--- src/rtl/datapath_seq_ctrl_if.sv ---
// Command, result and datapath-side signals of the add/sub sequencer.
// The slave view belongs to the sequencer; master is the surrounding environment.
interface datapath_seq_ctrl_if #(
  parameter int N     = 16,
  parameter int REP_W = 4
);
  logic             cmd_valid;
  logic             cmd_ready;
  logic [2:0]       cmd_op;
  logic [N-1:0]     cmd_a;
  logic [N-1:0]     cmd_b;
  logic             cmd_acc;
  logic [REP_W-1:0] cmd_rep;
  logic             acc_clr;
  logic [N-1:0]     dp_a;
  logic [N-1:0]     dp_b;
  logic [2:0]       dp_opcode;
  logic [N-1:0]     dp_y;
  logic             dp_co;
  logic             res_valid;
  logic             res_ready;
  logic [N-1:0]     res_y;
  logic             res_co;
  logic             res_cov;

  modport slave (
    input  cmd_valid, cmd_op, cmd_a, cmd_b, cmd_acc, cmd_rep, acc_clr,
    input  dp_y, dp_co, res_ready,
    output cmd_ready, dp_a, dp_b, dp_opcode, res_valid, res_y, res_co, res_cov
  );

  modport master (
    output cmd_valid, cmd_op, cmd_a, cmd_b, cmd_acc, cmd_rep, acc_clr,
    output dp_y, dp_co, res_ready,
    input  cmd_ready, dp_a, dp_b, dp_opcode, res_valid, res_y, res_co, res_cov
  );
endinterface

--- src/rtl/datapath_seq_ctrl.sv ---
// Sequencer for an external add/sub datapath: repeats one opcode cmd_rep+1 times,
// feeding Y back into A, and hands the final Y plus carry flags to a result port.
module datapath_seq_ctrl #(
  parameter int N     = 16,
  parameter int REP_W = 4
) (
  input  logic               clk,
  input  logic               rst_n,
  datapath_seq_ctrl_if.slave bus
);

  typedef enum logic [1:0] {
    IDLE = 2'd0,
    EXEC = 2'd1,
    DONE = 2'd2
  } state_t;

  state_t           state;
  state_t           state_next;
  logic [N-1:0]     acc;
  logic [REP_W-1:0] count;
  logic [N-1:0]     dp_a;
  logic [N-1:0]     dp_b;
  logic [2:0]       dp_opcode;
  logic [N-1:0]     res_y;
  logic             res_co;
  logic             res_cov;
  logic             res_valid;
  logic             accept;

  // Ready is gated by rst_n so no command can be taken during a reset cycle.
  assign bus.cmd_ready = (state == IDLE) && rst_n;
  assign accept        = bus.cmd_valid && bus.cmd_ready;

  assign bus.dp_a      = dp_a;
  assign bus.dp_b      = dp_b;
  assign bus.dp_opcode = dp_opcode;
  assign bus.res_y     = res_y;
  assign bus.res_co    = res_co;
  assign bus.res_cov   = res_cov;
  assign bus.res_valid = res_valid;

  always_ff @(posedge clk) begin
    if (!rst_n) begin
      state <= IDLE;
    end else begin
      state <= state_next;
    end
  end

  always_comb begin
    state_next = state;
    case (state)
      IDLE:    if (accept) state_next = EXEC;
      EXEC:    if (count == '0) state_next = DONE;
      DONE:    if (bus.res_ready) state_next = IDLE;
      default: state_next = IDLE;
    endcase
  end

  always_ff @(posedge clk) begin
    if (!rst_n) begin
      dp_a      <= '0;
      dp_b      <= '0;
      dp_opcode <= 3'b000;
      res_y     <= '0;
      res_co    <= 1'b0;
      res_cov   <= 1'b0;
      res_valid <= 1'b0;
      acc       <= '0;
      count     <= '0;
    end else begin
      case (state)
        IDLE: begin
          // A clear coinciding with an accept takes effect before cmd_acc reads acc.
          if (bus.acc_clr) acc <= '0;
          if (accept) begin
            dp_a      <= bus.cmd_acc ? (bus.acc_clr ? '0 : acc) : bus.cmd_a;
            dp_b      <= bus.cmd_b;
            dp_opcode <= bus.cmd_op;
            count     <= bus.cmd_rep;
            res_cov   <= 1'b0;
          end
        end
        EXEC: begin
          dp_a    <= bus.dp_y;
          res_y   <= bus.dp_y;
          res_co  <= bus.dp_co;
          res_cov <= res_cov | bus.dp_co;
          if (count != '0) begin
            count <= count - 1'b1;
          end else begin
            res_valid <= 1'b1;
          end
        end
        DONE: begin
          if (bus.res_ready) begin
            acc       <= res_y;
            res_valid <= 1'b0;
          end
        end
        default: ;
      endcase
    end
  end

endmodule
--- src/flat_wrapper.sv ---
// flat-port wrapper written by rule: the top's interface ports become plain ports
module datapath_seq_ctrl_flat 
#(
  parameter int N     = 16,
  parameter int REP_W = 4
)
  (clk, rst_n, bus_cmd_valid, bus_cmd_op, bus_cmd_a, bus_cmd_b, bus_cmd_acc, bus_cmd_rep, bus_acc_clr, bus_dp_y, bus_dp_co, bus_res_ready, bus_cmd_ready, bus_dp_a, bus_dp_b, bus_dp_opcode, bus_res_valid, bus_res_y, bus_res_co, bus_res_cov);
  datapath_seq_ctrl_if #(.N(N), .REP_W(REP_W)) bus_i ();
  input  logic clk;
  input  logic rst_n;
  input wire logic [$bits(bus_i.cmd_valid)-1:0] bus_cmd_valid;
  input wire logic [$bits(bus_i.cmd_op)-1:0] bus_cmd_op;
  input wire logic [$bits(bus_i.cmd_a)-1:0] bus_cmd_a;
  input wire logic [$bits(bus_i.cmd_b)-1:0] bus_cmd_b;
  input wire logic [$bits(bus_i.cmd_acc)-1:0] bus_cmd_acc;
  input wire logic [$bits(bus_i.cmd_rep)-1:0] bus_cmd_rep;
  input wire logic [$bits(bus_i.acc_clr)-1:0] bus_acc_clr;
  input wire logic [$bits(bus_i.dp_y)-1:0] bus_dp_y;
  input wire logic [$bits(bus_i.dp_co)-1:0] bus_dp_co;
  input wire logic [$bits(bus_i.res_ready)-1:0] bus_res_ready;
  output wire logic [$bits(bus_i.cmd_ready)-1:0] bus_cmd_ready;
  output wire logic [$bits(bus_i.dp_a)-1:0] bus_dp_a;
  output wire logic [$bits(bus_i.dp_b)-1:0] bus_dp_b;
  output wire logic [$bits(bus_i.dp_opcode)-1:0] bus_dp_opcode;
  output wire logic [$bits(bus_i.res_valid)-1:0] bus_res_valid;
  output wire logic [$bits(bus_i.res_y)-1:0] bus_res_y;
  output wire logic [$bits(bus_i.res_co)-1:0] bus_res_co;
  output wire logic [$bits(bus_i.res_cov)-1:0] bus_res_cov;
  assign bus_i.cmd_valid = bus_cmd_valid;
  assign bus_i.cmd_op = bus_cmd_op;
  assign bus_i.cmd_a = bus_cmd_a;
  assign bus_i.cmd_b = bus_cmd_b;
  assign bus_i.cmd_acc = bus_cmd_acc;
  assign bus_i.cmd_rep = bus_cmd_rep;
  assign bus_i.acc_clr = bus_acc_clr;
  assign bus_i.dp_y = bus_dp_y;
  assign bus_i.dp_co = bus_dp_co;
  assign bus_i.res_ready = bus_res_ready;
  assign bus_cmd_ready = bus_i.cmd_ready;
  assign bus_dp_a = bus_i.dp_a;
  assign bus_dp_b = bus_i.dp_b;
  assign bus_dp_opcode = bus_i.dp_opcode;
  assign bus_res_valid = bus_i.res_valid;
  assign bus_res_y = bus_i.res_y;
  assign bus_res_co = bus_i.res_co;
  assign bus_res_cov = bus_i.res_cov;
  datapath_seq_ctrl #(.N(N), .REP_W(REP_W)) u_core (.clk(clk), .rst_n(rst_n), .bus(bus_i));
endmodule
--- config.mk ---
export PLATFORM = sky130hd
export DESIGN_NAME = datapath_seq_ctrl_flat
export DESIGN_NICKNAME = d
export VERILOG_FILES = /design/src/rtl/datapath_seq_ctrl_if.sv /design/src/rtl/datapath_seq_ctrl.sv /design/src/flat_wrapper.sv
export SDC_FILE = /design/constraint.sdc
export NUM_CORES = 1
export LEC_CHECK = 0
export ABC_AREA = 1
export BUFFER_PORTS_ARGS = -buffer_cell sky130_fd_sc_hd__buf_4
export CORE_AREA = 2 2 83 85
export DETAILED_ROUTE_END_ITERATION = 8
export DIE_AREA = 0 0 85 87
export HOLD_SLACK_MARGIN = 0.02
export PLACE_DENSITY = 0.82
export SLEW_MARGIN = 5
export SYNTH_ARGS = -nofsm -noshare
export SYNTH_HDL_FRONTEND = slang
export SYNTH_SLANG_ARGS = --single-unit
--- constraint.sdc ---
create_clock -name clk -period 3.55 [get_ports clk]
set_input_delay 0.1775 -clock clk [delete_from_list [all_inputs] [get_ports clk]]
set_output_delay 0.1775 -clock clk [all_outputs]
set_load 0.005 [all_outputs]
==> results.json <==
{
  "run_status": "complete, no violations",
  "core-area_um2": 6570,
  "wl_per_cell_um": 14.2,
  "final_cell_mix": "nand2_1 (184), buf_4 (119), dfxtp_1 (76)",
  "fmax_mhz": 543,
  "area_growth_pct": 36.4,
  "final_hold_viol_count": 0,
  "leakage_nw": 2.37,
  "initial_core_util_pct": 50.8,
  "wl_um": 9720,
  "slew_viol_final": 0,
  "max-cap-violations": 0,
  "postCtsSetupRepairBufs": 0,
  "cts_made_buffers": 9,
  "clockRootBuffer": "clkbuf_8",
  "fin_util_pct": 69.3,
  "internal_power_mw": 1.57,
  "synthesis.instances": 488,
  "place_ws_ns": 1.76,
  "ir_worst_vdd_uv": 279,
  "cts_hold_buf": 14,
  "seq_area_frac_synth_pct": 45.6,
  "cts_resized": 0,
  "finClkSkew_ns": 0.00981,
  "drive_gt1_share_pct": 23.8,
  "setup_viol_count_final": 0,
  "power_frac_clock_pct": 37.7,
  "globalplace.congestion": 0.765,
  "grt_pass1_vias": 3317,
  "tritoncts": "built",
  "grt.overflow.total": 0,
  "rows": 30,
  "h-tree-depth": 3,
  "hpwlAfterDp_um": 6220,
  "drt_first_pass_iters": 5,
  "ys_ff_latch": 76,
  "final_common_cell": "nand2_1",
  "relSlewSlack_pct": 18.3,
  "cp_data_arrival_time_ns": 2.09,
  "worst_skew_pair.late_latency_ns": 0.36,
  "dieArea_um2": 7400,
  "async_flop_share_pct": 0,
  "cp-end-kind": "flip-flop",
  "nFillCells": 560,
  "setup_ws_ns": 1.71,
  "final_nets": 664,
  "die-width_um": 85,
  "drt-initial-drc-count": 231,
  "power.switching_uw": 592,
  "drc": 0,
  "vias": 3624,
  "synthFlopType": "dfxtp_1",
  "fin_crit_sh_pct": 51.9,
  "antenna_found_initial": 0,
  "grt_pass1_wl_um": 15300,
  "synth_edf_count": 0,
  "crit_type": "flip-flop to flip-flop",
  "grt_max_degree": 58,
  "tightest_slew_ns": 1.23,
  "postSynthAreaPerCell_um2": 6.84,
  "switching_share_pct": 27.4,
  "io_pins": 117,
  "clk_path_buf_depth": 2,
  "required_ns": 3.79,
  "viasPerCell": 5.28,
  "yosysWarnings": 0,
  "clock_sinks": 76,
  "cts.clk_slew.worst_paths_ns": 0.08,
  "cp_max_fo": 22,
  "fin_crit_ns": 1.84,
  "grt_util_all_layers_pct": 26.0,
  "setup_tns_ns": 0,
  "p_per_area_nw_per_um2": 475,
  "syn-num-nets": 551,
  "rsz0062_at_grt": "false",
  "port_buffers": 116,
  "n_antenna_cell": 0,
  "syn_area_um2": 3340,
  "ys_types": 22,
  "p_comb_share_pct": 17.5,
  "sequentialPowerShare_pct": 44.8,
  "start_kind": "flip-flop",
  "die_h_um": 87,
  "worstHoldPathType": "input pin to flip-flop",
  "ant_nets": 0
}
==> synth_stat cells (4+ instances only) <==
library cell,instances,area [um2]
o21ai_0,36,180
a21oi_1,36,180
clkbuf_1,10,37.5
inv_2,4,15.0
inv_1,28,105
dfxtp_1,76,1520
buf_2,11,55.1
buf_1,4,15.0
nand3_1,72,360
buf_6,4,45.0
nand2_1,184,691
nor2_1,10,37.5
==> metal layers <==
metal  track usage (%)  vias to the layer above  part of all wire (%)
met5                 0                        -                     0
met4              7.79                        0                   1.7
met3              8.25                       17                   9.8
met2              42.9                      179                    46
met1              32.6                     1638                    42
li1                  -                     1790                     -
==> state kept, by name, summed over array words and instances, names as in the netlist <==
| signal | flops |
|---|---|
| u_core.bus.dp_b | 16 |
| u_core.bus.res_cov | 1 |
| u_core.bus.dp_opcode | 3 |
| u_core.bus.res_y | 16 |
| u_core.bus.dp_a | 16 |
| u_core.count | 4 |
| u_core.acc | 16 |
| u_core.state | 2 |
| u_core.bus.res_co | 1 |
| u_core.bus.res_valid | 1 |
==> cell type report <==
type / count / area (um2) / area share (%)
clock inverter: 7 / 123 / 2.69
tap: 80 / 100 / 2.20
clock buffer: 9 / 124 / 2.72
multi-input combinational: 347 / 1520 / 33.3
sequential: 76 / 1520 / 33.4
timing repair buffer: 134 / 1040 / 22.9
inverter: 33 / 124 / 2.72
==> critical path, cell delays in order, from the launching register on <==
cell,delay [ns]
dfxtp_1,0.38
inv_2,0.28
nand2_2,0.10
inv_2,0.35
nand2_1,0.19
nand2_2,0.15
clkinv_1,0.09
nor2_1,0.12
nor2_1,0.07
==> worst paths after layout <==
| path | from | to | slack (ns) | cells after the start |
|---|---|---|---|---|
| setup / recovery | u_core.state[1]$_SDFFE_PN0P_ | u_core.count[1]$_SDFFE_PN0P_ | 1.71 | 8 |
| hold / removal | bus_cmd_b[2] | u_core.bus.dp_b[2]$_SDFFE_PN0P_ | 0.03 | 3 |
| setup reg to reg | u_core.state[1]$_SDFFE_PN0P_ | u_core.count[1]$_SDFFE_PN0P_ | 1.71 | 8 |
| hold reg to reg | u_core.bus.dp_b[0]$_SDFFE_PN0P_ | u_core.bus.dp_b[0]$_SDFFE_PN0P_ | 0.47 | 2 |
==> stage by stage <==
step	instance area [um2]	hold slack (ns)	power, mW	std cells
global placement	4160	0.372	1.33	655
CTS	4540	0.0202	2.16	685
detailed placement	4160	0.375	1.35	655
floorplan	3340	0.288	1.19	488
finish	4550	0.0272	2.16	686
global route	4550	0.0254	2.26	686
==> power by group through the flow <==
| stage | registers [mW] | clock network, mW | logic [mW] |
|---|---|---|---|
| global placement | 0.984 | 0 | 0.350 |
| detailed placement | 0.986 | 0 | 0.363 |
| finish | 0.969 | 0.815 | 0.379 |
| CTS | 0.967 | 0.816 | 0.377 |
| global route | 0.976 | 0.857 | 0.425 |
| floorplan | 0.981 | 0 | 0.206 |
==> cell families (layout without fill, tap and decap cells) <==
group | count (synthesis) | count (layout) | share of synthesized area (%)
simple gates | 271 | 271 | 33.7
fa+ha+maj | 1 | 1 | 0.375
buf+inv | 65 | 183 | 8.96
flops | 76 | 76 | 45.6
compound gates | 75 | 75 | 11.4
No activity file was read; power rests on OpenSTA's default activity.
